**src/rtl/thermal_gov_pkg.sv**
```systemverilog
// Shared types, default thresholds and fan-curve constants for the thermal governor.
package thermal_gov_pkg;

  typedef enum logic [2:0] {
    GOV_IDLE      = 3'd0,
    GOV_RAMP_UP   = 3'd1,
    GOV_RUN       = 3'd2,
    GOV_RAMP_DOWN = 3'd3,
    GOV_HOLD      = 3'd4,
    GOV_SHUTDOWN  = 3'd5
  } gov_state_t;

  localparam int DEF_SAMPLE_PERIOD = 256;
  localparam int DEF_MAX_LEVEL     = 15;
  localparam int DEF_T_HIGH        = 110;
  localparam int DEF_T_LOW         = 95;
  localparam int DEF_T_CRIT        = 125;
  localparam int DEF_T_RESUME      = 85;
  localparam int DEF_HOLD_SAMPLES  = 4;

  localparam int FAN_MIN    = 64;
  localparam int FAN_MAX    = 255;
  localparam int FAN_OFFSET = 40;
  localparam int FAN_GAIN   = 4;

  // Linear fan curve above FAN_OFFSET, clamped to [FAN_MIN, FAN_MAX]; 10 bits covers 215*4.
  function automatic logic [7:0] fan_duty_calc(input logic [7:0] temp);
    logic [9:0] raw;
    if (temp < 8'(FAN_OFFSET)) return 8'(FAN_MIN);
    raw = 10'(temp - 8'(FAN_OFFSET)) * 10'(FAN_GAIN);
    if (raw < 10'(FAN_MIN)) return 8'(FAN_MIN);
    if (raw > 10'(FAN_MAX)) return 8'(FAN_MAX);
    return raw[7:0];
  endfunction

endpackage

```
**src/rtl/gov_sample_timer.sv**
```systemverilog
// Evaluation prescaler: counts 0..PERIOD-1 while run, flags eval at terminal count.
module gov_sample_timer #(
  parameter int PERIOD = 256
) (
  input  logic clk,
  input  logic reset_n,
  input  logic clear,
  input  logic run,
  output logic eval
);

  localparam int CW = (PERIOD > 1) ? $clog2(PERIOD) : 1;
  localparam logic [CW-1:0] TC = CW'(PERIOD - 1);

  logic [CW-1:0] cnt;

  always_ff @(posedge clk or negedge reset_n) begin
    if (!reset_n)   cnt <= '0;
    else if (clear) cnt <= '0;
    else if (run)   cnt <= (cnt == TC) ? '0 : cnt + CW'(1);
  end

  // eval still fires on the cycle run drops so a critical sample is never lost
  assign eval = (cnt == TC);

endmodule

```
**src/rtl/thermal_governor.sv**
```systemverilog
// DVFS / fan governor: periodic evaluation of thermal and power inputs drives
// frequency level stepping with hysteresis, fan duty and latched thermal shutdown.
//
// state     | meaning
// IDLE      | cores off, level 0, waiting for enable
// RAMP_UP   | +1 level per eval until MAX_LEVEL
// RUN       | at MAX_LEVEL, watching for hot
// RAMP_DOWN | -1 level per eval until a cool sample
// HOLD      | counting cool-ish samples before re-ramping
// SHUTDOWN  | critical temperature, cores off, fan full, waits for T_RESUME
module thermal_governor
  import thermal_gov_pkg::*;
#(
  parameter int SAMPLE_PERIOD = DEF_SAMPLE_PERIOD,
  parameter int MAX_LEVEL     = DEF_MAX_LEVEL,
  parameter int T_HIGH        = DEF_T_HIGH,
  parameter int T_LOW         = DEF_T_LOW,
  parameter int T_CRIT        = DEF_T_CRIT,
  parameter int T_RESUME      = DEF_T_RESUME,
  parameter int HOLD_SAMPLES  = DEF_HOLD_SAMPLES
) (
  input  logic        clk,
  input  logic        reset_n,
  input  logic        enable,
  input  logic [7:0]  temperature,
  input  logic        throttle_request,
  input  logic [15:0] power_consumption,
  input  logic [15:0] power_cap,
  output logic [3:0]  freq_level,
  output logic        freq_update,
  output logic [7:0]  fan_duty,
  output logic        hash_enable,
  output logic [2:0]  gov_state,
  output logic        fault
);

  localparam int HW = $clog2(HOLD_SAMPLES + 1);
  localparam logic [3:0] MAXL = 4'(MAX_LEVEL);

  gov_state_t state, state_nxt;
  logic [3:0]    level_nxt;
  logic [7:0]    fan_nxt;
  logic          hash_nxt, fault_nxt;
  logic [HW-1:0] hold_cnt, hold_nxt, hold_inc;
  logic          eval, run, hot, cool, crit;

  assign run  = enable || (state == GOV_SHUTDOWN);
  assign hot  = (temperature >= 8'(T_HIGH)) || throttle_request ||
                (power_consumption > power_cap);
  assign cool = (temperature < 8'(T_LOW)) && !throttle_request &&
                (power_consumption <= power_cap);
  assign crit = temperature >= 8'(T_CRIT);
  assign hold_inc = hold_cnt + HW'(1);

  gov_sample_timer #(.PERIOD(SAMPLE_PERIOD)) u_timer (
    .clk     (clk),
    .reset_n (reset_n),
    .clear   (!run),
    .run     (run),
    .eval    (eval)
  );

  always_comb begin
    state_nxt = state;
    level_nxt = freq_level;
    hold_nxt  = hold_cnt;
    fan_nxt   = fan_duty;
    hash_nxt  = hash_enable;
    fault_nxt = fault;
    if (eval && crit) begin
      state_nxt = GOV_SHUTDOWN;
      level_nxt = '0;
      hash_nxt  = 1'b0;
      fan_nxt   = 8'(FAN_MAX);
      fault_nxt = 1'b1;
    end else if (state == GOV_SHUTDOWN) begin
      if (eval && (temperature <= 8'(T_RESUME))) state_nxt = GOV_IDLE;
    end else if (!enable) begin
      state_nxt = GOV_IDLE;
      level_nxt = '0;
      hash_nxt  = 1'b0;
    end else begin
      if (eval) fan_nxt = fan_duty_calc(temperature);
      unique case (state)
        GOV_IDLE: begin
          state_nxt = GOV_RAMP_UP;
          hash_nxt  = 1'b1;
        end
        GOV_RAMP_UP: if (eval) begin
          if (hot) state_nxt = GOV_RAMP_DOWN;
          else begin
            if (freq_level < MAXL) level_nxt = freq_level + 4'd1;
            if (freq_level >= MAXL - 4'd1) state_nxt = GOV_RUN;
          end
        end
        GOV_RUN: if (eval && hot) state_nxt = GOV_RAMP_DOWN;
        GOV_RAMP_DOWN: if (eval) begin
          if (cool) begin
            state_nxt = GOV_HOLD;
            hold_nxt  = '0;
          end else if (freq_level != 4'd0) begin
            level_nxt = freq_level - 4'd1;
          end
        end
        GOV_HOLD: if (eval) begin
          if (hot) state_nxt = GOV_RAMP_DOWN;
          else begin
            hold_nxt = hold_inc;
            if (hold_inc >= HW'(HOLD_SAMPLES)) state_nxt = GOV_RAMP_UP;
          end
        end
        default: state_nxt = GOV_IDLE;
      endcase
    end
  end

  always_ff @(posedge clk or negedge reset_n) begin
    if (!reset_n) begin
      state       <= GOV_IDLE;
      freq_level  <= '0;
      freq_update <= 1'b0;
      fan_duty    <= 8'(FAN_MAX);
      hash_enable <= 1'b0;
      fault       <= 1'b0;
      hold_cnt    <= '0;
    end else begin
      state       <= state_nxt;
      freq_level  <= level_nxt;
      freq_update <= (level_nxt != freq_level);
      fan_duty    <= fan_nxt;
      hash_enable <= hash_nxt;
      fault       <= fault_nxt;
      hold_cnt    <= hold_nxt;
    end
  end

  assign gov_state = state;

endmodule

```
**config.mk**
```make
export PLATFORM = sky130hd
export DESIGN_NAME = thermal_governor
export DESIGN_NICKNAME = d
export VERILOG_FILES = /design/src/rtl/thermal_gov_pkg.sv /design/src/rtl/gov_sample_timer.sv /design/src/rtl/thermal_governor.sv
export SDC_FILE = /design/constraint.sdc
export NUM_CORES = 1
export LEC_CHECK = 0
export CORE_ASPECT_RATIO = 0.5
export CORE_MARGIN = 1
export CORE_UTILIZATION = 35
export CTS_CLUSTER_DIAMETER = 120
export DETAILED_ROUTE_END_ITERATION = 10
export PLACE_DENSITY_LB_ADDON = 0.08
export SLEW_MARGIN = 20
export SYNTH_ARGS = -nofsm -noshare
export SYNTH_HDL_FRONTEND = slang
export SYNTH_SLANG_ARGS = --single-unit
```
**constraint.sdc**
```tcl
create_clock -name clk -period 2.22 [get_ports clk]
set_clock_uncertainty 0.15 [all_clocks]
set_input_delay 0.444 -clock clk [delete_from_list [all_inputs] [get_ports clk]]
set_output_delay 0.444 -clock clk [all_outputs]
set_load 0.05 [all_outputs]
```
==> flow_summary.html, run 1 <==
<table>
<tr><th>Metric</th><th>Value</th></tr>
<tr><th colspan="2">STA</th></tr>
<tr><td>Clock period minus final worst setup slack</td><td>2.51 ns</td></tr>
<tr><td>Final Max Tran Viols</td><td>0</td></tr>
<tr><td>Total of endpoints with negative setup slack in the final report</td><td>11</td></tr>
<tr><td>Period Utilization, post-route</td><td>113%</td></tr>
<tr><td>Minimum hold slack</td><td>0.327 ns</td></tr>
<tr><td>Fmax achieved</td><td>0.399 GHz</td></tr>
<tr><td>Hold Fails Final Rpt</td><td>0</td></tr>
<tr><td>Relative slew slack</td><td>67.0%</td></tr>
<tr><td>Transition time at the pin with the least slew margin</td><td>0.493 ns</td></tr>
<tr><td>RSZ-0062 raised after global routing</td><td>true</td></tr>
<tr><td>Setup WS post-layout</td><td>-0.287 ns</td></tr>
<tr><th colspan="2">Synth</th></tr>
<tr><td>XOR/XNOR Fraction of Synth Area</td><td>3.28%</td></tr>
<tr><td>Count of flip-flops with a built-in enable after synthesis</td><td>0</td></tr>
<tr><td>Primary FF master, synth</td><td>sky130_fd_sc_hd__dfrtp_1</td></tr>
<tr><td>Yosys warns</td><td>0</td></tr>
<tr><td>Most repeated cell in the gate-level netlist after synthesis</td><td>sky130_fd_sc_hd__nor2_1</td></tr>
<tr><td>Proportion of register bits with asynchronous set or reset after synthesis</td><td>100%</td></tr>
<tr><td>Top cells by area, synth</td><td>sky130_fd_sc_hd__dfrtp_1, sky130_fd_sc_hd__ha_1, sky130_fd_sc_hd__dfstp_2</td></tr>
<tr><td>Number of storage elements in the synthesis netlist</td><td>28</td></tr>
<tr><td>Unique masters post-synth</td><td>53</td></tr>
<tr><td>Synth top area share</td><td>21.9%</td></tr>
<tr><td>Simple-gate share of the synthesized area</td><td>27.0%</td></tr>
<tr><td>Most numerous cell types in the synthesized netlist</td><td>sky130_fd_sc_hd__nor2_1, sky130_fd_sc_hd__inv_1, sky130_fd_sc_hd__nand2_1</td></tr>
<tr><td>Largest family of logic cells by synthesized area</td><td>simple AND/OR/NAND/NOR gates</td></tr>
<tr><td>Proportion of synthesized chip area in sequential cells</td><td>29.5%</td></tr>
<tr><td>Mapped Cells</td><td>294</td></tr>
<tr><td>Fraction of the mapped netlist area in adder cells</td><td>11.5%</td></tr>
<tr><td>Fraction of the mapped netlist area in compound gates</td><td>20.9%</td></tr>
<tr><td>Cell Area, Synth</td><td>2400 sq um</td></tr>
<tr><td>Mean instance size in the synthesized netlist</td><td>8.17 sq um</td></tr>
<tr><td>Multiplexer fraction of the synthesized cell area</td><td>2.19%</td></tr>
<tr><td>Syn nets</td><td>360</td></tr>
<tr><td>Cell type contributing the most total cell area after synthesis</td><td>sky130_fd_sc_hd__dfrtp_1</td></tr>
<tr><th colspan="2">Drt</th></tr>
<tr><td>DRC violations left</td><td>0</td></tr>
<tr><td>Via density per instance</td><td>5.19</td></tr>
<tr><td>Post-Route WL</td><td>7.27 mm</td></tr>
<tr><td>Average routed wire per standard cell</td><td>14.6 microns</td></tr>
<tr><td>Violation count after the first detailed-route iteration</td><td>80</td></tr>
<tr><td>First drt pass iteration count</td><td>4</td></tr>
<tr><td>Antenna-violating nets left</td><td>0</td></tr>
<tr><td>Vias after detailed routing</td><td>2577</td></tr>
<tr><th colspan="2">Pwr</th></tr>
<tr><td>Power density over the cells</td><td>618 nW/um^2</td></tr>
<tr><td>Highest ir drop seen on vdd</td><td>492 uV</td></tr>
<tr><td>Leakage power</td><td>1.79 nW</td></tr>
<tr><th colspan="2">Clocking</th></tr>
<tr><td>Hold-fix buffers at CTS</td><td>0</td></tr>
<tr><td>Worst skew pair latency</td><td>0.27 ns</td></tr>
<tr><td>Clock-pin slew on the worst setup and hold paths</td><td>0.07 ns</td></tr>
<tr><td>Clock tree from TritonCTS</td><td>yes</td></tr>
<tr><td>Clock Sinks</td><td>28</td></tr>
<tr><td>Library cell used as clock root buffer</td><td>sky130_fd_sc_hd__clkbuf_16</td></tr>
<tr><td>H-tree depth</td><td>1</td></tr>
<tr><td>Max Buffers Root-to-Sink</td><td>2</td></tr>
<tr><td>Total CTS buffers</td><td>3</td></tr>
<tr><th colspan="2">Setup path</th></tr>
<tr><td>Largest fanout on the critical path</td><td>5</td></tr>
<tr><td>Ordered cell list for the critical path</td><td>buf_8 -&gt; inv_12 -&gt; ha_4 -&gt; nand4_1 -&gt; nor4_4 -&gt; buf_4 -&gt; o21ai_4 -&gt; a41oi_4 -&gt; buf_6 -&gt; nor3_4 -&gt; o211ai_2 -&gt; mux2_4</td></tr>
<tr><td>Worst flop-to-flop path startpoint</td><td>u_timer.cnt[0]</td></tr>
<tr><td>R2R Path End</td><td>freq_level[1]</td></tr>
<tr><td>Reg2Reg Setup Slack</td><td>-0.04 ns</td></tr>
<tr><td>Cell with the biggest individual delay on the critical path</td><td>sky130_fd_sc_hd__mux2_4</td></tr>
<tr><td>Worst Setup Path Type</td><td>primary input to flop</td></tr>
<tr><td>Kind of capture point of the worst setup path</td><td>flop</td></tr>
<tr><td>Required arrival time at the worst endpoint</td><td>2.22 ns</td></tr>
<tr><td>Critical Path End</td><td>hold_cnt[0]</td></tr>
<tr><td>Number of cells on the worst reg-to-reg path</td><td>7</td></tr>
<tr><td>Worst stage delay on the critical path</td><td>0.33 ns</td></tr>
<tr><td>CP Launch Point</td><td>power_cap[7]</td></tr>
<tr><td>Arrival time reported for the critical path endpoint</td><td>2.51 ns</td></tr>
<tr><td>Sort of element at the start of the critical path</td><td>primary input</td></tr>
<tr><th colspan="2">Floorplanning</th></tr>
<tr><td>Die width</td><td>119 microns</td></tr>
<tr><td>Die height</td><td>60.6 microns</td></tr>
<tr><td>Placement Rows</td><td>20</td></tr>
<tr><td>Total Die Area</td><td>7220 sq um</td></tr>
<tr><td>Number of top-level pins</td><td>62</td></tr>
<tr><td>Placeable core area</td><td>6330 sq um</td></tr>
<tr><td>Initial Util</td><td>37.9%</td></tr>
<tr><th colspan="2">Global routing</th></tr>
<tr><td>Initial antenna violation count</td><td>0</td></tr>
<tr><td>Largest net degree at the start of global routing</td><td>29</td></tr>
<tr><td>Global-route wire length before repair</td><td>12.1 mm</td></tr>
<tr><td>Total global routing track utilization</td><td>21.2%</td></tr>
<tr><td>Via count of the first global-routing pass</td><td>2624</td></tr>
<tr><td>Total gr overflow</td><td>0</td></tr>
<tr><th colspan="2">Final layout</th></tr>
<tr><td>Multi-input gate area in the final layout</td><td>1980 sq um</td></tr>
<tr><td>Area used by sequential logic in the layout</td><td>711 sq um</td></tr>
<tr><td>Area added between synthesis and finish</td><td>66.5%</td></tr>
<tr><td>Ratio of cells with drive above 1 in the final layout</td><td>45.7%</td></tr>
<tr><td>Count of fill cells added during filler insertion</td><td>556</td></tr>
<tr><td>Total inserted antenna cells</td><td>0</td></tr>
<tr><td>Final nets</td><td>476</td></tr>
<tr><td>Utilization of the core after routing</td><td>63.2%</td></tr>
<tr><th colspan="2">Outcome</th></tr>
<tr><td>Status</td><td>finished with violations</td></tr>
<tr><td>Failing checks</td><td>setup timing</td></tr>
<tr><th colspan="2">Flow run</th></tr>
<tr><td>Max-cap violations</td><td>0</td></tr>
<tr><th colspan="2">Placed design</th></tr>
<tr><td>Weighted congestion at the end of routability-driven global placement</td><td>0.821</td></tr>
<tr><td>Number of buffers inserted by port buffering</td><td>61</td></tr>
<tr><td>Post-DP HPWL</td><td>5.42 mm</td></tr>
<tr><td>Post-placement setup slack</td><td>-1.16 ns</td></tr>
<tr><th colspan="2">Min path</th></tr>
<tr><td>Hold Crit Class</td><td>flop to flop</td></tr>
</table>
[worst min path at each step]
stage,endpoint,slack (ns),from,depth (start not counted)
final,fault,0.33,fault,1
after global routing,fault,0.35,fault,1
after CTS,fault,0.33,fault,1
after detailed placement,fault,0.31,fault,1
after global placement,fault,0.31,fault,1
after floorplan,fault,-0.002,reset_n,0
[cell type report]
class,count,share of cell area (%)
Timing Repair Buffer,120,24.5
Clock buffer,3,1.88
Sequential cell,28,17.8
Tap cell,88,2.75
Inverter,26,3.00
Clock inverter,1,0.751
Multi-Input combinational cell,231,49.4
[cells in the final DEF, fill, tap and decap left out, types with 11 or more instances in the layout]
master	synthesis	final
sky130_fd_sc_hd__nand2_1	25	21
sky130_fd_sc_hd__buf_6	0	11
sky130_fd_sc_hd__clkbuf_2	0	12
sky130_fd_sc_hd__clkdlybuf4s50_1	0	11
sky130_fd_sc_hd__inv_1	26	11
sky130_fd_sc_hd__inv_2	0	12
sky130_fd_sc_hd__dfrtp_1	21	20
sky130_fd_sc_hd__ha_4	0	15
sky130_fd_sc_hd__nor2_1	33	30
sky130_fd_sc_hd__a21oi_1	21	17
sky130_fd_sc_hd__buf_4	1	68
[report_power, final]
| group | leakage, nW | internal, mW | total (mW) | switching [mW] |
|---|---|---|---|---|
| Clock | 0.0511 | 0.360 | 0.547 | 0.188 |
| Combinational | 1.39 | 0.532 | 1.26 | 0.730 |
| Sequential | 0.354 | 0.581 | 0.662 | 0.0808 |
[per-stage QoR]
| stage | total power [mW] | setup TNS, ns | std cells | cell area [sq um] |
|---|---|---|---|---|
| after global placement | 1.82 | -12.74 | 484 | 3550 |
| after detailed placement | 1.83 | -13.78 | 484 | 3550 |
| after floorplan | 1.38 | -1.71 | 294 | 2520 |
| final | 2.47 | -2.42 | 497 | 4000 |
| after global routing | 2.61 | -3.50 | 497 | 4000 |
| after CTS | 2.47 | -2.68 | 497 | 3980 |
[state kept, by name (all words and copies together), names as in the netlist]
name         flops
freq_level       4
hold_cnt         3
gov_state        3
fault            1
hash_enable      1
freq_update      1
u_timer.cnt      8
fan_duty         7
[worst max-delay path: cells and delay by family]
family	cells	cell delay, ns
muxes	1	0.33
and+or+nand+nor	3	0.45
AOI/OAI and AO/OA	3	0.57
adders and majority gates	1	0.25
buffers and inverters	4	0.45
[kinds of logic after synthesis]
logic type | after synthesis
simple gates | 121
compound gates | 74
buf+inv | 35
flops | 28
fa+ha+maj | 22
xor+xnor | 9
mux | 5
[timing repair]
action,in CTS,in global routing
setup endpoints to repair,15,11
gates resized for setup,145,37
pin swaps,35,26
setup buffers,9,0
[metal layers]
layer | track usage [%] | vias up | wire (microns)
li1 | - | 1294 | -
met1 | 26.5 | 1224 | 3360
met2 | 39.9 | 53 | 3510
met3 | 2.91 | 6 | 345
met4 | 5.06 | 0 | 57
met5 | 0 | - | 0
Power figures use the tool's default switching activity.
==> inputs of run 2 (changes only) <==
--- a/config.mk
+++ b/config.mk
@@ -8,6 +8,7 @@
 export CORE_ASPECT_RATIO = 0.5
 export CORE_MARGIN = 1
 export CORE_UTILIZATION = 35
+export CTS_BUF_LIST = sky130_fd_sc_hd__clkbuf_8
 export CTS_CLUSTER_DIAMETER = 120
 export DETAILED_ROUTE_END_ITERATION = 10
 export PLACE_DENSITY_LB_ADDON = 0.08
==> constraint.sdc (replaced) <==
create_clock -name clk -period 3.2 [get_ports clk]
set_clock_uncertainty 0.15 [all_clocks]
set_input_delay 0.64 -clock clk [delete_from_list [all_inputs] [get_ports clk]]
set_output_delay 0.64 -clock clk [all_outputs]
set_load 0.05 [all_outputs]
==> flow_summary.html, run 2 (synthesized netlist as in run 1, its figures left out) <==
<table>
<tr><th>Metric</th><th>Value</th></tr>
<tr><th colspan="2">STA</th></tr>
<tr><td>Clock period minus final worst setup slack</td><td>3.11 ns</td></tr>
<tr><td>Final Max Tran Viols</td><td>0 (unchanged)</td></tr>
<tr><td>Total Negative Setup Slacks</td><td>0 ns (+2.42 ns)</td></tr>
<tr><td>Fmax achieved</td><td>0.322 GHz</td></tr>
<tr><td>Relative slew slack</td><td>62.3% (-4.7 points)</td></tr>
<tr><td>Hold Fails Final Rpt</td><td>0 (unchanged)</td></tr>
<tr><td>Period Utilization, post-route</td><td>97.2%</td></tr>
<tr><td>Transition time at the pin with the least slew margin</td><td>0.565 ns (+0.0716 ns)</td></tr>
<tr><td>Total of endpoints with negative setup slack in the final report</td><td>0 (-11)</td></tr>
<tr><th colspan="2">Final layout</th></tr>
<tr><td>Most common cell after layout, fill and taps aside</td><td>sky130_fd_sc_hd__clkdlybuf4s50_1</td></tr>
<tr><td>Utilization of the core after routing</td><td>56.4% (-6.8 points)</td></tr>
<tr><td>Register ranked first by flip-flop count</td><td>u_timer.cnt</td></tr>
<tr><td>Area added between synthesis and finish</td><td>48.7%</td></tr>
<tr><td>Number of flip-flops under the largest register name</td><td>8 (unchanged)</td></tr>
<tr><td>Largest registers</td><td>u_timer.cnt (8), fan_duty (7), freq_level (4)</td></tr>
<tr><td>Ratio of cells with drive above 1 in the final layout</td><td>18.8% (-27 points)</td></tr>
<tr><td>Final nets</td><td>449 (-5.7%)</td></tr>
<tr><td>Total inserted antenna cells</td><td>0 (unchanged)</td></tr>
<tr><td>Commonest cells after routing, fill and taps aside</td><td>sky130_fd_sc_hd__clkdlybuf4s50_1, sky130_fd_sc_hd__nor2_1, sky130_fd_sc_hd__buf_4</td></tr>
<tr><td>Count of fill cells added during filler insertion</td><td>607 (+9.2%)</td></tr>
<tr><th colspan="2">Global routing</th></tr>
<tr><td>Via count of the first global-routing pass</td><td>2277 (-13%)</td></tr>
<tr><td>Total gr overflow</td><td>0 (unchanged)</td></tr>
<tr><td>Largest net degree at the start of global routing</td><td>29 (unchanged)</td></tr>
<tr><td>Total global routing track utilization</td><td>18.3% (-2.9 points)</td></tr>
<tr><td>Initial antenna violation count</td><td>0 (unchanged)</td></tr>
<tr><td>Global-route wire length before repair</td><td>10.6 mm (-12%)</td></tr>
<tr><th colspan="2">Setup path</th></tr>
<tr><td>Largest fanout on the critical path</td><td>6 (+1)</td></tr>
<tr><td>Worst Setup Path Type</td><td>primary input to flop</td></tr>
<tr><td>Required arrival time at the worst endpoint</td><td>3.22 ns (+1.00 ns)</td></tr>
<tr><td>Arrival time reported for the critical path endpoint</td><td>3.13 ns (+0.62 ns)</td></tr>
<tr><td>Kind of capture point of the worst setup path</td><td>flop</td></tr>
<tr><td>Number of cells on the worst reg-to-reg path</td><td>7 (unchanged)</td></tr>
<tr><td>Sort of element at the start of the critical path</td><td>primary input</td></tr>
<tr><th colspan="2">Floorplanning</th></tr>
<tr><td>Initial Util</td><td>37.9% (unchanged)</td></tr>
<tr><td>Total Die Area</td><td>7220 sq um (unchanged)</td></tr>
<tr><td>Die width</td><td>119 microns (unchanged)</td></tr>
<tr><td>Number of top-level pins</td><td>62 (unchanged)</td></tr>
<tr><td>Placeable core area</td><td>6330 sq um (unchanged)</td></tr>
<tr><td>Die height</td><td>60.6 microns (unchanged)</td></tr>
<tr><td>Placement Rows</td><td>20 (unchanged)</td></tr>
<tr><th colspan="2">Outcome</th></tr>
<tr><td>Status</td><td>finished clean</td></tr>
<tr><th colspan="2">Drt</th></tr>
<tr><td>DRC violations left</td><td>0 (unchanged)</td></tr>
<tr><td>First drt pass iteration count</td><td>4 (unchanged)</td></tr>
<tr><td>Average routed wire per standard cell</td><td>14.4 microns (-1.9%)</td></tr>
<tr><td>Vias after detailed routing</td><td>2480 (-3.8%)</td></tr>
<tr><td>Post-Route WL</td><td>6.75 mm (-7.2%)</td></tr>
<tr><td>Via density per instance</td><td>5.28 (+1.8%)</td></tr>
<tr><td>Violation count after the first detailed-route iteration</td><td>147 (+84%)</td></tr>
<tr><td>Antenna-violating nets left</td><td>0 (unchanged)</td></tr>
<tr><th colspan="2">Placed design</th></tr>
<tr><td>Weighted congestion at the end of routability-driven global placement</td><td>0.896 (+9.1%)</td></tr>
<tr><td>Number of buffers inserted by port buffering</td><td>61 (unchanged)</td></tr>
<tr><td>Post-DP HPWL</td><td>5.18 mm (-4.6%)</td></tr>
<tr><th colspan="2">Clocking</th></tr>
<tr><td>Total CTS buffers</td><td>3 (unchanged)</td></tr>
<tr><td>Library cell used as clock root buffer</td><td>sky130_fd_sc_hd__clkbuf_8</td></tr>
<tr><td>H-tree depth</td><td>1 (unchanged)</td></tr>
<tr><td>Clock tree from TritonCTS</td><td>yes</td></tr>
<tr><td>Clock-pin slew on the worst setup and hold paths</td><td>0.11 ns (+0.04 ns)</td></tr>
<tr><td>Clock Sinks</td><td>28 (unchanged)</td></tr>
<tr><td>Max Buffers Root-to-Sink</td><td>2 (unchanged)</td></tr>
<tr><td>Hold-fix buffers at CTS</td><td>0 (unchanged)</td></tr>
<tr><td>Worst skew pair latency</td><td>0.28 ns (about the same)</td></tr>
<tr><th colspan="2">Pwr</th></tr>
<tr><td>Total power draw</td><td>1.53 mW (-38%)</td></tr>
<tr><td>Leakage power</td><td>1.62 nW (-9.7%)</td></tr>
<tr><td>Highest ir drop seen on vdd</td><td>270 uV (-45%)</td></tr>
<tr><td>Power density over the cells</td><td>427 nW/um^2 (-31%)</td></tr>
<tr><th colspan="2">Min path</th></tr>
<tr><td>Worst hold path depth</td><td>1 (unchanged)</td></tr>
<tr><td>Hold Crit Class</td><td>flop to flop</td></tr>
<tr><th colspan="2">Flow run</th></tr>
<tr><td>Max-cap violations</td><td>0 (unchanged)</td></tr>
</table>
[run 2: power by group]
part	internal, mW	switching, mW	leakage (nW)
logic	0.324	0.429	1.23
registers	0.401	0.0874	0.355
clock network	0.168	0.119	0.0357
[run 2: cell type report]
type                            count  area, sq um  area share (%)
Clock buffer                        3         41.3            1.16
Clock inverter                      1         30.0           0.841
Inverter                           26         97.6            2.73
Multi-Input combinational cell    231         1710            47.7
Sequential cell                    28          709            19.9
Tap cell                           88          110            3.08
Timing Repair Buffer               93          878            24.6
[run 2: per-stage QoR]
stage,std cells,worst slack [ns],area [sq um],hold slack [ns]
floorplan,294,0.209,2400,0.194
global placement,465,-0.319,3320,0.305
detailed placement,465,-0.386,3320,0.330
CTS,469,0.00539,3410,0.343
global route,470,-0.000248,3570,0.370
finish,470,0.0906,3570,0.344
[run 2: routing by layer]
metal | vias up | track usage, % | share of wire [%]
met5 | - | 0 | 0
met4 | 0 | 2.35 | 0.12
met3 | 2 | 3.48 | 6.2
met2 | 72 | 30.5 | 45
met1 | 1168 | 25.7 | 48
li1 | 1238 | - | -
[run 2: path summary, 6_finish.rpt]
path                                 from        endpoint  slack (ns)
setup / recovery            power_cap[11]     hold_cnt[2]        0.09
hold / removal             u_timer.cnt[0]  u_timer.cnt[0]        0.34
setup reg to reg           u_timer.cnt[2]     freq_update        0.51
hold reg to reg            u_timer.cnt[0]  u_timer.cnt[0]        0.34
max in group asynchronous         reset_n     fan_duty[7]        2.01
min in group asynchronous         reset_n  u_timer.cnt[4]        0.58
[run 2: timing repair]
item / in CTS / in global routing
pin swaps: 4 / 12
setup buffers: 0 / 1
gates resized for setup: 3 / 35
setup endpoints to repair: 7 / 10
[run 2: worst max-delay path: stages]
cell                              delay (ns)
sky130_fd_sc_hd__clkdlybuf4s50_1        0.45
sky130_fd_sc_hd__inv_1                  0.04
sky130_fd_sc_hd__ha_1                   0.28
sky130_fd_sc_hd__nand2_1                0.14
sky130_fd_sc_hd__nor4_4                 0.30
sky130_fd_sc_hd__and4_1                 0.28
sky130_fd_sc_hd__a41oi_4                0.06
sky130_fd_sc_hd__buf_6                  0.17
sky130_fd_sc_hd__nor3_2                 0.19
sky130_fd_sc_hd__o211ai_2               0.13
sky130_fd_sc_hd__buf_4                  0.17
sky130_fd_sc_hd__o21ai_1                0.18
sky130_fd_sc_hd__o41ai_2                0.10
==> inputs of run 3 (changes only) <==
--- a/config.mk
+++ b/config.mk
@@ -11,6 +11,7 @@
 export CTS_BUF_LIST = sky130_fd_sc_hd__clkbuf_8
 export CTS_CLUSTER_DIAMETER = 120
 export DETAILED_ROUTE_END_ITERATION = 10
+export MAX_ROUTING_LAYER = met4
 export PLACE_DENSITY_LB_ADDON = 0.08
 export SLEW_MARGIN = 20
 export SYNTH_ARGS = -nofsm -noshare
==> flow_summary.html, run 3 (synthesized netlist as in run 1, its figures left out) <==
<table>
<tr><th>Metric</th><th>Value</th></tr>
<tr><th colspan="2">Clocking</th></tr>
<tr><td>Library cell used as clock root buffer</td><td>sky130_fd_sc_hd__clkbuf_8</td></tr>
<tr><td>Max Buffers Root-to-Sink</td><td>2 (unchanged)</td></tr>
<tr><td>Worst skew pair latency</td><td>0.29 ns (about the same)</td></tr>
<tr><td>Hold-fix buffers at CTS</td><td>0 (unchanged)</td></tr>
<tr><td>Setup repair bufs after CTS</td><td>0 (unchanged)</td></tr>
<tr><td>Clock Sinks</td><td>28 (unchanged)</td></tr>
<tr><td>H-tree depth</td><td>1 (unchanged)</td></tr>
<tr><td>Total CTS buffers</td><td>3 (unchanged)</td></tr>
<tr><td>Clock tree from TritonCTS</td><td>yes</td></tr>
<tr><td>Clock-pin slew on the worst setup and hold paths</td><td>0.11 ns (about the same)</td></tr>
<tr><th colspan="2">Floorplanning</th></tr>
<tr><td>Initial Util</td><td>37.9% (unchanged)</td></tr>
<tr><td>Die height</td><td>60.6 microns (unchanged)</td></tr>
<tr><td>Die width</td><td>119 microns (unchanged)</td></tr>
<tr><td>Placeable core area</td><td>6330 sq um (unchanged)</td></tr>
<tr><td>Placement Rows</td><td>20 (unchanged)</td></tr>
<tr><td>Number of top-level pins</td><td>62 (unchanged)</td></tr>
<tr><td>Total Die Area</td><td>7220 sq um (unchanged)</td></tr>
<tr><th colspan="2">Placed design</th></tr>
<tr><td>Number of placed instances with taps included</td><td>465 (unchanged)</td></tr>
<tr><td>Post-DP HPWL</td><td>5.20 mm (+0.56%)</td></tr>
<tr><td>Instance area after placement</td><td>3320 sq um (unchanged)</td></tr>
<tr><td>Weighted congestion at the end of routability-driven global placement</td><td>0.902 (+0.65%)</td></tr>
<tr><td>Number of buffers inserted by port buffering</td><td>61 (unchanged)</td></tr>
<tr><th colspan="2">Setup path</th></tr>
<tr><td>Worst stage delay on the critical path</td><td>0.45 ns (about the same)</td></tr>
<tr><td>Family with the most delay on the worst path</td><td>compound AO/OA/AOI/OAI gates</td></tr>
<tr><td>Kind of capture point of the worst setup path</td><td>flop</td></tr>
<tr><td>Ordered cell list for the critical path</td><td>clkdlybuf4s50_1 -&gt; ha_4 -&gt; nand4_4 -&gt; nor4_4 -&gt; buf_4 -&gt; nand4_1 -&gt; o21a_1 -&gt; and3_1 -&gt; a211oi_1 -&gt; o32a_1 -&gt; a21oi_1</td></tr>
<tr><td>Sort of element at the start of the critical path</td><td>primary input</td></tr>
<tr><td>Cell with the biggest individual delay on the critical path</td><td>sky130_fd_sc_hd__clkdlybuf4s50_1</td></tr>
<tr><td>R2R Path End</td><td>freq_update</td></tr>
<tr><td>Worst Setup Path Type</td><td>primary input to flop</td></tr>
<tr><td>Number of cells on the worst reg-to-reg path</td><td>7 (unchanged)</td></tr>
<tr><td>Worst flop-to-flop path startpoint</td><td>u_timer.cnt[0]</td></tr>
<tr><td>Arrival time reported for the critical path endpoint</td><td>3.12 ns (about the same)</td></tr>
<tr><td>Reg2Reg Setup Slack</td><td>0.55 ns (+0.04 ns)</td></tr>
<tr><td>Largest fanout on the critical path</td><td>4 (-2)</td></tr>
<tr><td>Required arrival time at the worst endpoint</td><td>3.23 ns (about the same)</td></tr>
<tr><td>Buf/Inv on CP</td><td>2 (-2)</td></tr>
<tr><th colspan="2">Min path</th></tr>
<tr><td>Startpoint of the worst hold path</td><td>u_timer.cnt[0]</td></tr>
<tr><td>Hold Crit Class</td><td>flop to flop</td></tr>
<tr><td>Worst hold path depth</td><td>1 (unchanged)</td></tr>
<tr><td>WHS Endpoint</td><td>u_timer.cnt[0]</td></tr>
<tr><th colspan="2">Drt</th></tr>
<tr><td>DRC violations left</td><td>0 (unchanged)</td></tr>
<tr><td>Vias after detailed routing</td><td>2449 (-1.3%)</td></tr>
<tr><td>Post-Route WL</td><td>6.69 mm (-0.79%)</td></tr>
<tr><td>Violation count after the first detailed-route iteration</td><td>125 (-15%)</td></tr>
<tr><td>Antenna-violating nets left</td><td>0 (unchanged)</td></tr>
<tr><td>Via density per instance</td><td>5.22 (-1.0%)</td></tr>
<tr><td>Average routed wire per standard cell</td><td>14.3 microns (-0.57%)</td></tr>
<tr><td>First drt pass iteration count</td><td>4 (unchanged)</td></tr>
<tr><th colspan="2">Final layout</th></tr>
<tr><td>Cell area after layout</td><td>3510 sq um (-1.7%)</td></tr>
<tr><td>Commonest cells after routing, fill and taps aside</td><td>sky130_fd_sc_hd__clkdlybuf4s50_1, sky130_fd_sc_hd__nor2_1, sky130_fd_sc_hd__buf_4</td></tr>
<tr><td>Multi-input gate area in the final layout</td><td>1670 sq um (-2.3%)</td></tr>
<tr><td>Largest registers</td><td>u_timer.cnt (8), fan_duty (7), freq_level (4)</td></tr>
<tr><td>Non-filler instance count after layout</td><td>469 (-0.21%)</td></tr>
<tr><td>Area added between synthesis and finish</td><td>46.2%</td></tr>
<tr><td>Most common cell after layout, fill and taps aside</td><td>sky130_fd_sc_hd__clkdlybuf4s50_1</td></tr>
<tr><td>Total inserted antenna cells</td><td>0 (unchanged)</td></tr>
<tr><td>Utilization of the core after routing</td><td>55.5% (-0.95 points)</td></tr>
<tr><td>Count of fill cells added during filler insertion</td><td>577 (-4.9%)</td></tr>
<tr><td>Number of flip-flops under the largest register name</td><td>8 (unchanged)</td></tr>
<tr><td>Final nets</td><td>448 (-0.22%)</td></tr>
<tr><td>Ratio of cells with drive above 1 in the final layout</td><td>17.3% (-1.5 points)</td></tr>
<tr><td>Register ranked first by flip-flop count</td><td>u_timer.cnt</td></tr>
<tr><td>Area used by sequential logic in the layout</td><td>709 sq um (unchanged)</td></tr>
<tr><th colspan="2">Pwr</th></tr>
<tr><td>Power density over the cells</td><td>429 nW/um^2 (+0.42%)</td></tr>
<tr><td>Leakage power</td><td>1.56 nW (-3.4%)</td></tr>
<tr><td>Highest ir drop seen on vdd</td><td>219 uV (-19%)</td></tr>
<tr><td>Total power draw</td><td>1.51 mW (-1.3%)</td></tr>
<tr><th colspan="2">STA</th></tr>
<tr><td>Total Negative Setup Slacks</td><td>0 ns (unchanged)</td></tr>
<tr><td>Period Utilization, post-route</td><td>96.7% (-0.46 points)</td></tr>
<tr><td>Fmax achieved</td><td>0.323 GHz (+0.48%)</td></tr>
<tr><td>Hold Fails Final Rpt</td><td>0 (unchanged)</td></tr>
<tr><td>Transition time at the pin with the least slew margin</td><td>0.527 ns (-0.0382 ns)</td></tr>
<tr><td>Total of endpoints with negative setup slack in the final report</td><td>0 (unchanged)</td></tr>
<tr><td>Relative slew slack</td><td>64.8% (+2.4 points)</td></tr>
<tr><td>Final Max Tran Viols</td><td>0 (unchanged)</td></tr>
<tr><td>Clock period minus final worst setup slack</td><td>3.09 ns (-0.0147 ns)</td></tr>
<tr><th colspan="2">Global routing</th></tr>
<tr><td>Global-route wire length before repair</td><td>10.5 mm (-1.3%)</td></tr>
<tr><td>Initial antenna violation count</td><td>0 (unchanged)</td></tr>
<tr><td>Total gr overflow</td><td>0 (unchanged)</td></tr>
<tr><td>Via count of the first global-routing pass</td><td>2236 (-1.8%)</td></tr>
<tr><td>Total global routing track utilization</td><td>19.2% (+0.93 points)</td></tr>
<tr><td>Largest net degree at the start of global routing</td><td>29 (unchanged)</td></tr>
<tr><th colspan="2">Outcome</th></tr>
<tr><td>Status</td><td>finished clean</td></tr>
<tr><th colspan="2">Flow run</th></tr>
<tr><td>Max-cap violations</td><td>0 (unchanged)</td></tr>
</table>
run 3: changes by cell type in the layout (fill, tap and decap cells not counted), sizes merged:
cell	change
buf	-1
clkdlybuf4s50	+4
dlymetal6s2s	-4
run 3: where the power goes:
group | total, mW | switching [mW] | internal [mW] | leakage [nW]
sequential | 0.484 | 0.0836 | 0.401 | 0.355
combinational | 0.727 | 0.415 | 0.313 | 1.17
clock | 0.296 | 0.128 | 0.168 | 0.0357
total | 1.51 | 0.626 | 0.881 | 1.56
run 3: repair_timing:
| item | 4_1_cts | 5_1_grt |
|---|---|---|
| endpoints found under the hold margin | 0 | 0 |
| resized for setup | 7 | 17 |
| cloned | 0 | 0 |
| setup endpoints to repair | 4 | 10 |
| pin swaps | 4 | 10 |
run 3: area by class of cell:
| type | count | area share, % |
|---|---|---|
| flip-flops and latches | 28 | 20.2 |
| clock inverters | 1 | 0.855 |
| multi-input cells | 231 | 47.5 |
| well taps | 88 | 3.14 |
| clock buffers | 3 | 1.18 |
| inverters | 26 | 2.78 |
| repair buffers | 92 | 24.4 |
run 3: routing by layer:
layer | up-vias | wire length, microns | part of all wire, % | global-route usage, %
met5 | - | 0 | 0 | -
met3 | 5 | 341 | 5.1 | 2.91
met1 | 1140 | 3390 | 51 | 26.6
li1 | 1234 | - | - | -
met4 | 0 | 42 | 0.63 | 3.80
met2 | 70 | 2920 | 44 | 30.1
run 3: how the worst max path moves through the flow:
stage | slack [ns] | endpoint | start | depth (start not counted)
final | 0.11 | freq_update | power_consumption[15] | 11
after floorplan | 0.21 | freq_level[1] | power_cap[15] | 10
after global placement | -0.32 | freq_level[1] | power_cap[15] | 11
after detailed placement | -0.42 | freq_level[1] | power_cap[14] | 11
after CTS | 0.006 | freq_level[2] | power_cap[14] | 13
after global routing | -0.02 | freq_level[3] | power_consumption[15] | 11
run 3: stage by stage:
step | hold WS, ns | setup WS, ns
2_1_floorplan | 0.194 | 0.209
3_3_place_gp | 0.305 | -0.319
3_5_place_dp | 0.321 | -0.420
4_1_cts | 0.338 | 0.00627
5_1_grt | 0.357 | -0.0168
6_report | 0.339 | 0.105
run 3: worst register-to-register path, stage by stage, from the launching register on:
cell and delay [ns]:
sky130_fd_sc_hd__dfrtp_1 0.40, sky130_fd_sc_hd__ha_1 0.25, sky130_fd_sc_hd__nand4_1 0.45, sky130_fd_sc_hd__o21ai_0 0.57, sky130_fd_sc_hd__nand2b_1 0.25, sky130_fd_sc_hd__a211oi_1 0.08, sky130_fd_sc_hd__o32a_1 0.31, sky130_fd_sc_hd__a21oi_1 0.15
